**config.mk**
```make
export PLATFORM = sky130hd
export DESIGN_NAME = spr_scoreboard_param_flat
export DESIGN_NICKNAME = d
export VERILOG_FILES = /design/src/rtl/spr_scoreboard_param_pkg.sv /design/src/rtl/spr_scoreboard_param_if.sv /design/src/rtl/spr_scoreboard_param_cell.sv /design/src/rtl/spr_scoreboard_param.sv /design/src/flat_wrapper.sv
export SDC_FILE = /design/constraint.sdc
export NUM_CORES = 2
export LEC_CHECK = 0
export CORE_MARGIN = 2
export CORE_UTILIZATION = 65
export DETAILED_ROUTE_END_ITERATION = 7
export PLACE_DENSITY = 0.9
export SETUP_SLACK_MARGIN = 0.5
export SYNTH_ARGS = -nofsm -noshare
export SYNTH_HDL_FRONTEND = slang
export SYNTH_SLANG_ARGS = --single-unit
```
**constraint.sdc**
```tcl
create_clock -name clk -period 9.9 [get_ports clk]
set_clock_uncertainty 0.2 [all_clocks]
set_input_delay 2.97 -clock clk [delete_from_list [all_inputs] [get_ports clk]]
set_output_delay 2.97 -clock clk [all_outputs]
set_load 0.1 [all_outputs]
```
**src/rtl/spr_scoreboard_param_pkg.sv**
```systemverilog
// Shared constants and packed-port helpers for the SPR dependency scoreboard.
`ifndef SPR_SCOREBOARD_PARAM_PKG_SV
`define SPR_SCOREBOARD_PARAM_PKG_SV

`define SB_SLICE(vec, idx, w) vec[(idx)*(w) +: (w)]

package spr_scoreboard_param_pkg;
  localparam int SPR_VCC     = 0;
  localparam int SPR_SCC     = 1;
  localparam int SPR_EXEC    = 2;
  localparam int SPR_M0      = 3;
  localparam int NUM_SPR_DEF = 4;

  // Width needed to hold a count of 0..n simultaneous events.
  function automatic int cnt_in_width(input int n);
    return (n < 1) ? 1 : $clog2(n + 1);
  endfunction
endpackage

`endif

```
**src/rtl/spr_scoreboard_param_if.sv**
```systemverilog
// Decode/issue/retire/flush request bundle and ready/full/error status of the scoreboard.
interface spr_scoreboard_param_if
  import spr_scoreboard_param_pkg::*;
#(
  parameter int WF_PER_CU    = 40,
  parameter int WF_ID_LENGTH = 6,
  parameter int NUM_SPR      = NUM_SPR_DEF,
  parameter int NUM_ISSUE    = 2,
  parameter int NUM_RETIRE   = 2
);
  logic                               decode_valid;
  logic [WF_ID_LENGTH-1:0]            decode_wfid;
  logic [NUM_SPR-1:0]                 decode_spr_rd;
  logic [NUM_SPR-1:0]                 decode_spr_wr;
  logic [NUM_ISSUE-1:0]               issue_valid;
  logic [NUM_ISSUE*WF_ID_LENGTH-1:0]  issue_wfid;
  logic [NUM_ISSUE*NUM_SPR-1:0]       issue_spr_wr;
  logic [NUM_RETIRE-1:0]              retire_valid;
  logic [NUM_RETIRE*WF_ID_LENGTH-1:0] retire_wfid;
  logic [NUM_RETIRE*NUM_SPR-1:0]      retire_spr_wr;
  logic                               flush_valid;
  logic [WF_ID_LENGTH-1:0]            flush_wfid;
  logic [WF_PER_CU-1:0]               ready_arry_spr;
  logic [WF_PER_CU-1:0]               cnt_full;
  logic                               err_overflow;
  logic                               err_underflow;

  modport master (
    output decode_valid, decode_wfid, decode_spr_rd, decode_spr_wr,
           issue_valid, issue_wfid, issue_spr_wr,
           retire_valid, retire_wfid, retire_spr_wr,
           flush_valid, flush_wfid,
    input  ready_arry_spr, cnt_full, err_overflow, err_underflow
  );

  modport slave (
    input  decode_valid, decode_wfid, decode_spr_rd, decode_spr_wr,
           issue_valid, issue_wfid, issue_spr_wr,
           retire_valid, retire_wfid, retire_spr_wr,
           flush_valid, flush_wfid,
    output ready_arry_spr, cnt_full, err_overflow, err_underflow
  );
endinterface

```
**src/rtl/spr_scoreboard_param_cell.sv**
```systemverilog
// One (wavefront, SPR) slot: saturating outstanding-writer counter plus registered ready bit.
module spr_scoreboard_cell #(
  parameter int CNT_WIDTH = 2,
  parameter int INC_W     = 2,
  parameter int DEC_W     = 2
) (
  input  logic             clk,
  input  logic             rst,
  input  logic [INC_W-1:0] inc,
  input  logic [DEC_W-1:0] dec,
  input  logic             flush,
  input  logic             decode_hit,
  input  logic             depends,
  output logic             ready,
  output logic             full,
  output logic             ovf,
  output logic             unf
);
  localparam int                   SW      = CNT_WIDTH + 2;
  localparam logic [CNT_WIDTH-1:0] CNT_MAX = '1;

  logic [CNT_WIDTH-1:0] cnt_q, cnt_d;
  logic                 ready_q, ready_d;
  logic [SW-1:0]        sum;

  // Two guard bits: the top one is the sign, anything else above CNT_WIDTH means past max.
  always_comb begin
    sum     = {2'b00, cnt_q} + SW'(inc) - SW'(dec);
    cnt_d   = sum[CNT_WIDTH-1:0];
    ovf     = 1'b0;
    unf     = 1'b0;
    ready_d = ready_q;
    if (flush) begin
      cnt_d = '0;
    end else if (sum[SW-1]) begin
      cnt_d = '0;
      unf   = 1'b1;
    end else if (|sum[SW-2:CNT_WIDTH]) begin
      cnt_d = CNT_MAX;
      ovf   = 1'b1;
    end
    if (flush)
      ready_d = 1'b1;
    else if (decode_hit)
      ready_d = !(depends && (cnt_d != '0));
    else
      ready_d = ready_q | (cnt_d == '0);
  end

  always_ff @(posedge clk) begin
    if (rst) begin
      cnt_q   <= '0;
      ready_q <= 1'b1;
    end else begin
      cnt_q   <= cnt_d;
      ready_q <= ready_d;
    end
  end

  assign ready = ready_q;
  assign full  = (cnt_q == CNT_MAX);
endmodule

```
**src/rtl/spr_scoreboard_param.sv**
```systemverilog
// Per-wavefront SPR dependency scoreboard: port matching, per-slot cells, reductions, sticky errors.
module spr_scoreboard_param
  import spr_scoreboard_param_pkg::*;
#(
  parameter int WF_PER_CU    = 40,
  parameter int WF_ID_LENGTH = 6,
  parameter int NUM_SPR      = NUM_SPR_DEF,
  parameter int NUM_ISSUE    = 2,
  parameter int NUM_RETIRE   = 2,
  parameter int CNT_WIDTH    = 2
) (
  input logic                 clk,
  input logic                 rst,
  spr_scoreboard_param_if.slave sb
);
  localparam int INC_W = cnt_in_width(NUM_ISSUE);
  localparam int DEC_W = cnt_in_width(NUM_RETIRE);

  logic [WF_PER_CU*NUM_SPR-1:0] ready_bits, full_bits, ovf_bits, unf_bits;
  logic [WF_PER_CU-1:0]         ready_wf, full_wf;
  logic                         err_ovf_q, err_unf_q;

  for (genvar w = 0; w < WF_PER_CU; w++) begin : g_wf
    logic decode_hit, flush_hit;
    assign decode_hit = sb.decode_valid && (sb.decode_wfid == WF_ID_LENGTH'(w));
    assign flush_hit  = sb.flush_valid  && (sb.flush_wfid  == WF_ID_LENGTH'(w));

    for (genvar s = 0; s < NUM_SPR; s++) begin : g_spr
      logic [INC_W-1:0] inc;
      logic [DEC_W-1:0] dec;

      always_comb begin
        inc = '0;
        for (int p = 0; p < NUM_ISSUE; p++)
          if (sb.issue_valid[p] && sb.issue_spr_wr[p*NUM_SPR+s] &&
              (`SB_SLICE(sb.issue_wfid, p, WF_ID_LENGTH) == WF_ID_LENGTH'(w)))
            inc = inc + INC_W'(1);
      end

      always_comb begin
        dec = '0;
        for (int p = 0; p < NUM_RETIRE; p++)
          if (sb.retire_valid[p] && sb.retire_spr_wr[p*NUM_SPR+s] &&
              (`SB_SLICE(sb.retire_wfid, p, WF_ID_LENGTH) == WF_ID_LENGTH'(w)))
            dec = dec + DEC_W'(1);
      end

      spr_scoreboard_cell #(
        .CNT_WIDTH (CNT_WIDTH),
        .INC_W     (INC_W),
        .DEC_W     (DEC_W)
      ) u_cell (
        .clk        (clk),
        .rst        (rst),
        .inc        (inc),
        .dec        (dec),
        .flush      (flush_hit),
        .decode_hit (decode_hit),
        .depends    (sb.decode_spr_rd[s] | sb.decode_spr_wr[s]),
        .ready      (ready_bits[w*NUM_SPR+s]),
        .full       (full_bits[w*NUM_SPR+s]),
        .ovf        (ovf_bits[w*NUM_SPR+s]),
        .unf        (unf_bits[w*NUM_SPR+s])
      );
    end

    assign ready_wf[w] = &ready_bits[w*NUM_SPR +: NUM_SPR];
    assign full_wf[w]  = |full_bits[w*NUM_SPR +: NUM_SPR];
  end

  always_ff @(posedge clk) begin
    if (rst) begin
      err_ovf_q <= 1'b0;
      err_unf_q <= 1'b0;
    end else begin
      err_ovf_q <= err_ovf_q | (|ovf_bits);
      err_unf_q <= err_unf_q | (|unf_bits);
    end
  end

  assign sb.ready_arry_spr = ready_wf;
  assign sb.cnt_full       = full_wf;
  assign sb.err_overflow   = err_ovf_q;
  assign sb.err_underflow  = err_unf_q;
endmodule

```
**src/flat_wrapper.sv**
```systemverilog
// flat-port wrapper written by rule: the top's interface ports become plain ports
module spr_scoreboard_param_flat import spr_scoreboard_param_pkg::*;
#(
  parameter int WF_PER_CU    = 40,
  parameter int WF_ID_LENGTH = 6,
  parameter int NUM_SPR      = NUM_SPR_DEF,
  parameter int NUM_ISSUE    = 2,
  parameter int NUM_RETIRE   = 2,
  parameter int CNT_WIDTH    = 2
)
  (clk, rst, sb_decode_valid, sb_decode_wfid, sb_decode_spr_rd, sb_decode_spr_wr, sb_issue_valid, sb_issue_wfid, sb_issue_spr_wr, sb_retire_valid, sb_retire_wfid, sb_retire_spr_wr, sb_flush_valid, sb_flush_wfid, sb_ready_arry_spr, sb_cnt_full, sb_err_overflow, sb_err_underflow);
  spr_scoreboard_param_if #(.WF_PER_CU(WF_PER_CU), .WF_ID_LENGTH(WF_ID_LENGTH), .NUM_SPR(NUM_SPR), .NUM_ISSUE(NUM_ISSUE), .NUM_RETIRE(NUM_RETIRE)) sb_i ();
  input logic clk;
  input logic rst;
  input wire logic [$bits(sb_i.decode_valid)-1:0] sb_decode_valid;
  input wire logic [$bits(sb_i.decode_wfid)-1:0] sb_decode_wfid;
  input wire logic [$bits(sb_i.decode_spr_rd)-1:0] sb_decode_spr_rd;
  input wire logic [$bits(sb_i.decode_spr_wr)-1:0] sb_decode_spr_wr;
  input wire logic [$bits(sb_i.issue_valid)-1:0] sb_issue_valid;
  input wire logic [$bits(sb_i.issue_wfid)-1:0] sb_issue_wfid;
  input wire logic [$bits(sb_i.issue_spr_wr)-1:0] sb_issue_spr_wr;
  input wire logic [$bits(sb_i.retire_valid)-1:0] sb_retire_valid;
  input wire logic [$bits(sb_i.retire_wfid)-1:0] sb_retire_wfid;
  input wire logic [$bits(sb_i.retire_spr_wr)-1:0] sb_retire_spr_wr;
  input wire logic [$bits(sb_i.flush_valid)-1:0] sb_flush_valid;
  input wire logic [$bits(sb_i.flush_wfid)-1:0] sb_flush_wfid;
  output wire logic [$bits(sb_i.ready_arry_spr)-1:0] sb_ready_arry_spr;
  output wire logic [$bits(sb_i.cnt_full)-1:0] sb_cnt_full;
  output wire logic [$bits(sb_i.err_overflow)-1:0] sb_err_overflow;
  output wire logic [$bits(sb_i.err_underflow)-1:0] sb_err_underflow;
  assign sb_i.decode_valid = sb_decode_valid;
  assign sb_i.decode_wfid = sb_decode_wfid;
  assign sb_i.decode_spr_rd = sb_decode_spr_rd;
  assign sb_i.decode_spr_wr = sb_decode_spr_wr;
  assign sb_i.issue_valid = sb_issue_valid;
  assign sb_i.issue_wfid = sb_issue_wfid;
  assign sb_i.issue_spr_wr = sb_issue_spr_wr;
  assign sb_i.retire_valid = sb_retire_valid;
  assign sb_i.retire_wfid = sb_retire_wfid;
  assign sb_i.retire_spr_wr = sb_retire_spr_wr;
  assign sb_i.flush_valid = sb_flush_valid;
  assign sb_i.flush_wfid = sb_flush_wfid;
  assign sb_ready_arry_spr = sb_i.ready_arry_spr;
  assign sb_cnt_full = sb_i.cnt_full;
  assign sb_err_overflow = sb_i.err_overflow;
  assign sb_err_underflow = sb_i.err_underflow;
  spr_scoreboard_param #(.WF_PER_CU(WF_PER_CU), .WF_ID_LENGTH(WF_ID_LENGTH), .NUM_SPR(NUM_SPR), .NUM_ISSUE(NUM_ISSUE), .NUM_RETIRE(NUM_RETIRE), .CNT_WIDTH(CNT_WIDTH)) u_core (.clk(clk), .rst(rst), .sb(sb_i));
endmodule
```
==> reports/metrics.cfg <==
[floorplan]
rows=98
dieArea_sq_um=74600
core_area_sq_um=71600
io_pins=150
die_y_microns=273
dieWidth_microns=273
start_util_pct=65.8

[clock_tree]
post_cts_resized=0
clk_latency_ns=0.67
cts-htree-levels=2
clkTransAtPathRegs_ns=0.06
cts.sinks=482
cts_made_buffers=58
cts-hold-fix-buffers=0
cts_tree=built
clock_path_buffers=3
cts_setup_buffers=0
root_buffer=clkbuf_16

[setup_path]
critPathBufInv=2
arrival_ns=8.62
max_stage_delay_ns=0.75
crit_slowest_cell=clkdlybuf4s50_1
critPathMaxFanout=12
cp_top_family=simple AND/OR/NAND/NOR gates
critPathCaptureType=flop
path_cells=clkdlybuf4s50_1, nand2b_1, nor3_1, nand2_1, nor2_1, ha_1, ha_1, inv_1, fa_1, fa_1, xor2_1, nor2b_1, nor4_1, o21ai_0, nor4_1, and4_1, a31oi_1
required_ns=10.20
start_kind=input pin
crit_type=input pin to flop

[drt]
dr.pass1.iters=8
viasPerCell=6.31
drtIter0Drc=5070
wl_per_cell_microns=23.4
vias=44800
drc_errors=25
wl_microns=167000
ant_nets=0

[run]
maxCapViolations=0

[logic_synthesis]
synth_adder_area_share_pct=34.9
yosysTopAreaCell=ha_1
netlist_area_sq_um=47100
ys_seq_elements=482
ys_top_cells_by_area=ha_1 (21%), dfxtp_1 (20%), fa_1 (14%)
synth-seq-area-share_pct=20.5
ys_warn_count=0
synth_common_cells=inv_1 (1070), nor2_1 (922), ha_1 (800)
yosysMostFrequentCell=inv_1
synth_fp_nets=7133
synth_edf_count=0
synth_top_area_share_pct=21.3
synth_top_family_by_area=adder cells
synthMuxAreaShare_pct=0.0425
synth-simple-area-share_pct=18.4
synthCells=5945
ys_types=75
synth-async-reset-ratio_pct=0
synthFlopType=dfxtp_1
synth_xor_area_share_pct=3.01
avgSynthCellArea_sq_um=7.92
synth_compound_area_share_pct=13.6

[timing]
rsz0062_at_grt=false
setup_viol=0
period_needed_ns=8.31
fmax_mhz=120
worst_slew_pin_slew_ns=1.22
finalCritPeriodShare_pct=84.0
hold_violations=0
slew_headroom_pct=18.1
maxSlewViolCount=0
tns_ns=0
timing.hold.ws_ns=0.259

[place]
gp_congestion=1.07
place_inst=6992
port_buffers=149
dp_hpwl_microns=127000

[cells_and_area]
area_growth_syn_to_layout_pct=10.2
final_util_pct=72.5
drive_gt1_share_pct=3.87
final_cells=7102
final_nets=7290

[power_and_ir_drop]
sequentialPowerShare_pct=40.8
power_uw=4880
power_frac_clock_pct=46.5
peakVddDrop_mv=0.147
p_switching_uw=1400
p_per_area_nw_per_um2=94.0
combPwrFrac_pct=12.8
intPower_uw=3470
switching_share_pct=28.8
p_leak_uw=0.0228

[run_status]
outcome=finished, violations left
violations=DRC

[global_route]
grt_pass1_vias=44400
grt_antenna_before_repair=10
grt.total_usage_pct=44.3
grt_remaining_overflow=0
grt_max_degree=42
grt_first_pass_wirelength_microns=250000

[worst_hold_path]
hold_path.class=flop to flop

per-stage QoR:
step / setup WS [ns] / area, sq um
after floorplan: 2.82 / 47100
after global placement: 1.39 / 49900
after detailed placement: 1.38 / 49900
after CTS: 2.02 / 51900
after global routing: 1.42 / 51900
final: 1.59 / 51900
layout by cell type, fill, tap and decap left out, types with 22 or more instances in the layout:
cell,instances
nor3_1,29
ha_1,800
nand2b_1,46
nand3_1,34
nor2_1,922
fa_1,320
o21ai_0,140
a22oi_1,82
nor3b_1,36
or3_1,34
and4_1,41
nand2_1,620
xor2_1,158
inv_1,1070
a311o_1,116
clkdlybuf4s50_1,148
o22ai_1,57
dfxtp_1,482
buf_4,66
nor4_1,35
or2_2,25
nand3b_1,22
a32o_1,40
clkbuf_16,61
a21oi_1,490
nor2b_1,72
final cells by class:
class,instances,area [sq um]
timing repair buffer,218,2060
tap,950,1190
clock inverter,21,245
antenna,7,17.5
multi-input combinational,4271,33000
clock buffer,82,1730
inverter,1071,4020
sequential,482,9650
fill,5384,19700
flip-flops by register name, indices dropped and copies added (netlist names):
| name | count |
|---|---|
| u_core.g_wf.g_spr.u_cell.cnt_q | 320 |
| u_core.g_wf.g_spr.u_cell.ready | 160 |
| u_core.sb.err_overflow | 1 |
| u_core.sb.err_underflow | 1 |
routing by layer:
metal / wire length (microns) / track usage [%] / vias up
met1: 58300 / 52.3 / 21100
met4: 16200 / 34.2 / 10
met5: 58 / 0 / -
met2: 69500 / 67.5 / 2867
met3: 22500 / 13.2 / 949
li1: - / - / 19900
power by group through the flow:
| stage | clock (uW) | combinational [uW] | sequential, uW |
|---|---|---|---|
| after floorplan | 0 | 313 | 2030 |
| after global placement | 0 | 566 | 2030 |
| after detailed placement | 0 | 578 | 2030 |
| after CTS | 2250 | 583 | 1990 |
| after global routing | 2330 | 640 | 1990 |
| final | 2270 | 623 | 1990 |
cells by family (layout without fill, tap and decap cells):
group,after synthesis,after routing
xor+xnor,160,160
simple gates,1977,1977
mux,2,2
compound gates,1012,1012
other cells,0,7
flops,482,482
fa+ha+maj,1120,1120
buf+inv,1192,1392
worst paths after layout:
kind         slack (ns)  cells after the start                                startpoint                               endpoint
max                1.59                     17                          sb_issue_wfid[7]                 u_core.sb.err_overflow
min                0.26                      1     u_core.g_wf[23].g_spr[2].u_cell.ready  u_core.g_wf[23].g_spr[2].u_cell.ready
max reg2reg        5.72                     13  u_core.g_wf[24].g_spr[3].u_cell.cnt_q[0]                 u_core.sb.err_overflow
min reg2reg        0.26                      1     u_core.g_wf[23].g_spr[2].u_cell.ready  u_core.g_wf[23].g_spr[2].u_cell.ready
(Power assumes the default switching activity.)
